File: src/rtl/pwm_peripheral_if.sv
// pwm_peripheral_if: configuration registers in, channel drive and period marker out.
interface pwm_peripheral_if;
    logic [7:0]  en_reg_out_7_0;
    logic [7:0]  en_reg_out_15_8;
    logic [7:0]  en_reg_pwm_7_0;
    logic [7:0]  en_reg_pwm_15_8;
    logic [7:0]  pwm_duty_cycle;
    logic [15:0] out;
    logic        period_start;
    modport master (
        output en_reg_out_7_0, en_reg_out_15_8, en_reg_pwm_7_0, en_reg_pwm_15_8, pwm_duty_cycle,
        input  out, period_start
    );
    modport slave (
        input  en_reg_out_7_0, en_reg_out_15_8, en_reg_pwm_7_0, en_reg_pwm_15_8, pwm_duty_cycle,
        output out, period_start
    );
endinterface

File: src/rtl/pwm_peripheral.sv
// pwm_peripheral: 16 channels, each forced low, forced high or on a shared PWM level.
// Duty is shadowed and reloaded only at the period boundary so outputs never glitch.
module pwm_peripheral #(
    parameter int unsigned CLK_DIV = 13
) (
    input  logic            clk,
    input  logic            rst,
    pwm_peripheral_if.slave bus
);
    localparam logic [15:0] LAST = 16'(CLK_DIV - 1);
    logic [15:0] presc_q, presc_d, out_q, out_d, en_out, en_pwm;
    logic [7:0]  cnt_q, cnt_d, duty_q, duty_d;
    logic        ps_q, ps_d, tick, boundary, level;
    assign en_out = {bus.en_reg_out_15_8, bus.en_reg_out_7_0};
    assign en_pwm = {bus.en_reg_pwm_15_8, bus.en_reg_pwm_7_0};
    always_comb begin
        tick     = presc_q == LAST;
        boundary = tick && cnt_q == 8'hFF;
        // 0xFF is full-on rather than 255/256 so a channel can be held high in PWM mode
        level    = duty_q == 8'hFF || cnt_q < duty_q;
        presc_d  = tick ? 16'd0 : presc_q + 16'd1;
        cnt_d    = tick ? cnt_q + 8'd1 : cnt_q;
        duty_d   = boundary ? bus.pwm_duty_cycle : duty_q;
        ps_d     = boundary;
        out_d    = en_out & (~en_pwm | {16{level}});
    end
    always_ff @(posedge clk) begin
        if (rst) begin
            presc_q <= '0;
            cnt_q   <= '0;
            duty_q  <= '0;
            out_q   <= '0;
            ps_q    <= 1'b0;
        end else begin
            presc_q <= presc_d;
            cnt_q   <= cnt_d;
            duty_q  <= duty_d;
            out_q   <= out_d;
            ps_q    <= ps_d;
        end
    end
    assign bus.out          = out_q;
    assign bus.period_start = ps_q;
endmodule

File: src/flat_wrapper.sv
// flat-port wrapper written by rule: the top's interface ports become plain ports
module pwm_peripheral_flat 
#(
    parameter int unsigned CLK_DIV = 13
)
  (clk, rst, bus_en_reg_out_7_0, bus_en_reg_out_15_8, bus_en_reg_pwm_7_0, bus_en_reg_pwm_15_8, bus_pwm_duty_cycle, bus_out, bus_period_start);
  pwm_peripheral_if bus_i ();
  input  logic clk;
  input  logic rst;
  input wire logic [$bits(bus_i.en_reg_out_7_0)-1:0] bus_en_reg_out_7_0;
  input wire logic [$bits(bus_i.en_reg_out_15_8)-1:0] bus_en_reg_out_15_8;
  input wire logic [$bits(bus_i.en_reg_pwm_7_0)-1:0] bus_en_reg_pwm_7_0;
  input wire logic [$bits(bus_i.en_reg_pwm_15_8)-1:0] bus_en_reg_pwm_15_8;
  input wire logic [$bits(bus_i.pwm_duty_cycle)-1:0] bus_pwm_duty_cycle;
  output wire logic [$bits(bus_i.out)-1:0] bus_out;
  output wire logic [$bits(bus_i.period_start)-1:0] bus_period_start;
  assign bus_i.en_reg_out_7_0 = bus_en_reg_out_7_0;
  assign bus_i.en_reg_out_15_8 = bus_en_reg_out_15_8;
  assign bus_i.en_reg_pwm_7_0 = bus_en_reg_pwm_7_0;
  assign bus_i.en_reg_pwm_15_8 = bus_en_reg_pwm_15_8;
  assign bus_i.pwm_duty_cycle = bus_pwm_duty_cycle;
  assign bus_out = bus_i.out;
  assign bus_period_start = bus_i.period_start;
  pwm_peripheral #(.CLK_DIV(CLK_DIV)) u_core (.clk(clk), .rst(rst), .bus(bus_i));
endmodule
File: config.mk
export PLATFORM = sky130hd
export DESIGN_NAME = pwm_peripheral_flat
export DESIGN_NICKNAME = d
export VERILOG_FILES = /design/src/rtl/pwm_peripheral_if.sv /design/src/rtl/pwm_peripheral.sv /design/src/flat_wrapper.sv
export SDC_FILE = /design/constraint.sdc
export NUM_CORES = 1
export LEC_CHECK = 0
export BUFFER_PORTS_ARGS = -buffer_cell sky130_fd_sc_hd__clkbuf_2
export CAP_MARGIN = 10
export CORE_MARGIN = 1.5
export CORE_UTILIZATION = 52
export CTS_CLUSTER_DIAMETER = 120
export DETAILED_ROUTE_END_ITERATION = 7
export PLACE_DENSITY = 0.79
export SLEW_MARGIN = 15
export SYNTH_ARGS = -nofsm -noshare
export SYNTH_HDL_FRONTEND = slang
export SYNTH_SLANG_ARGS = --single-unit
export TNS_END_PERCENT = 10
File: constraint.sdc
create_clock -name clk -period 2.9 [get_ports clk]
set_clock_uncertainty 0.15 [all_clocks]
set_input_delay 0 -clock clk [delete_from_list [all_inputs] [get_ports clk]]
set_output_delay 0 -clock clk [all_outputs]
set_load 0.03 [all_outputs]
==> metrics <==
status finished with violations; failing checks DRC, setup timing; Worst setup SP type register; I/O pin cnt 59; critical path arrival 3020 ps; Fmax achieved between 300 and 400 MHz; post-layout worst setup margin -28.4 ps; Final Max Slew Viols 0; Finished Cell Area 0.00308 mm²; sequential-to-total area share from yosys stat 43.7%; Max-Cap Viols 0; register bit total from synthesis 49; port buffer count 58; wire length per cell about 15 µm; first-pass GRT wire length roughly 9800 µm; Buf/Inv on CP 2; minimum clock period 2930 ps; Sequential Power Share 54.7%; synth warn 0; Logic pwr share between 10% and 20%; DIE AREA 0.00472 mm²; Post-DRT Antenna Nets 0; max incr delay on CP 800 ps; largest net degree at the start of global routing 43; final setup vio count 6; die width 68.7 µm; # DRC 1; Tot GR Track Use 27.9%; slowest CP cell a2111oi_0; Top delay family on crit path compound AO/OA/AOI/OAI gates; CP Cell Sequence inv_1 -> ha_1 -> a2111oi_0 -> o32ai_4 -> a21oi_1 -> dlygate4sd3_1; Sw Pwr 289 µW; Vias/cell 5.48; CTS tree done; Post-Place Setup Slack between 500 and 600 ps; via count 2,136; Cells after Synth 242; setup TNS -69.2 ps; Clock Tree Buf Depth 2; commonest cells after routing, fill and taps aside 58 x clkbuf_2, 49 x dfxtp_1, 40 x dlygate4sd3_1; fin nets between 300 and 400; GR Overflow Total 0; antenna violations before repair 0; endpoints failing hold 0; Net Sw Frac a little under a quarter; Cell variety after synth 35; Clk network pwr share 34.2%; dpl cell area 0.00256 mm²; leak pwr 0.00126 µW; Mean Syn Cell Area between 9 and 10 µm²; Starting Density 54.9%; clock slew at reported path FFs 90 ps; core area 0.00409 mm²; hpwl dp 3340 µm; RD Place Congestion 0.738; wl on met1 2360 µm; vias in the first global route 2,126; ant diodes 0; Worst Setup End Kind register; area of the mapped netlist ~0.0022 mm²; FP Rows 23; Hold Path Class input port to register; Syn Nets 294; number of H-tree levels 2; PwrDens 411 mW/mm²; peak fanout along the critical path 16; clk_lat worst skew about 300 ps; fillers 281; root buffer cell clkbuf_8; uppermost routed layer met4; metal3 WL between 200 and 300 µm; CTS Buf Count 5; drt pass-1 iters 6; crit share post-route 101%; Post-CTS Setup Inserts 0; FF+latch area 981 µm²; commonest non-fill, non-tap cell in the layout clkbuf_2; Sink Count 49; largest vdd supply drop 0.000307 V; Area growth, synth to finish 37.1%; chip height 68.7 µm; layout cells sized above 1 22.1%; DRT iter0 DRCs 147; drt total wl 5950 µm; footprint of the multi-input gates 0.00119 mm²; P_int around 980 µW; Met2 Wirelength 3260 µm; Slew Limit Headroom between 30% and 40%; measured slew at the worst slew-check pin 909 ps; CP Class register to register; worst path required time between 2000 and 3000 ps
-- stage by stage --
stage	hold WS [ps]	power (µW)	util [%]	cells
after global placement	22.4	801	62.8	342
after CTS	153	1270	75.0	390
after global routing	209	1320	75.3	390
final	182	1270	75.3	390
after detailed placement	23.0	804	62.8	342
after floorplan	-62.2	761	-	242
-- power by group through the flow --
stage          Combinational, µW  Clock [µW]  Sequential (µW)
2_1_floorplan               36.6           0              725
3_5_place_dp                96.7           0              708
6_report                     140         433              693
5_1_grt                      150         476              694
4_1_cts                      135         443              692
3_3_place_gp                94.3           0              707
-- routing by layer --
metal  GRT usage, %  vias up
met5              0        -
met4           6.62        0
met3           7.14       10
met2           50.8       66
met1           32.6     1026
li1               -     1034
-- cells by family (layout without fill, tap and decap cells) --
logic type | after synthesis | in the layout | synth area share [%]
mux | 9 | 9 | 4.01
compound gates | 34 | 34 | 8.98
buf+inv | 23 | 121 | 4.29
fa+ha+maj | 10 | 10 | 5.57
simple gates | 102 | 102 | 27.6
flops | 49 | 49 | 43.7
xor+xnor | 15 | 15 | 5.85
-- worst reg2reg max path, stage by stage, from the launching register on --
cell and delay (ps):
dfxtp_1 390, inv_1 60, ha_1 310, a2111oi_0 800
o32ai_4 340, a21oi_1 250, dlygate4sd3_1 570
-- state kept, by name, indices dropped and copies added (netlist names) --
signal,flops
u_core.bus.out,16
u_core.presc_q,16
u_core.cnt_q,8
u_core.duty_q,8
u_core.bus.period_start,1
-- area by class of cell --
class | instances | area share [%]
Inverter | 15 | 1.83
Sequential cell | 49 | 31.9
Tap cell | 50 | 2.03
Clock inverter | 1 | 0.163
Clock buffer | 7 | 3.13
Timing Repair Buffer | 98 | 22.4
Multi-Input combinational cell | 170 | 38.5
-- timing repair --
item,4_1_cts,5_1_grt
hold buffers,40,0
endpoints found under the hold margin,24,0
setup endpoints to repair,0,15
resized for setup,0,1
-- synthesized netlist by cell type, drive strengths merged --
master,instances,share of area [%]
xnor2,13,5.1
buf,3,0.95
or2,1,0.28
o31ai,5,1.7
nand4,8,2.8
nand2b,34,9.5
o211ai,1,0.33
nand2,6,1.0
nor3,6,1.8
ha,10,5.6
a21oi,22,4.9
nor2,24,4.0
xor2,2,0.78
clkbuf,5,0.84
nand3,7,1.6
inv,15,2.5
a2111oi,1,0.39
o21a,1,0.33
mux2i,9,4.0
a221oi,1,0.39
or3,1,0.33
and3,1,0.28
o32ai,1,0.39
o21ai,1,0.22
nor4b,1,1.1
a21o,1,0.33
and3b,1,0.39
nor4,6,2.3
or4,5,1.7
and4bb,1,0.56
dfxtp,49,44
-- worst paths after layout --
kind              slack (ps)         startpoint  cells past startpoint                  to
setup / recovery         -30   u_core.duty_q[1]                      6  u_core.bus.out[10]
setup reg to reg         -30   u_core.duty_q[1]                      6  u_core.bus.out[10]
hold reg to reg          350  u_core.presc_q[0]                      1   u_core.presc_q[0]
hold / removal           180                rst                      2     u_core.cnt_q[0]
(Power assumes the default switching activity.)
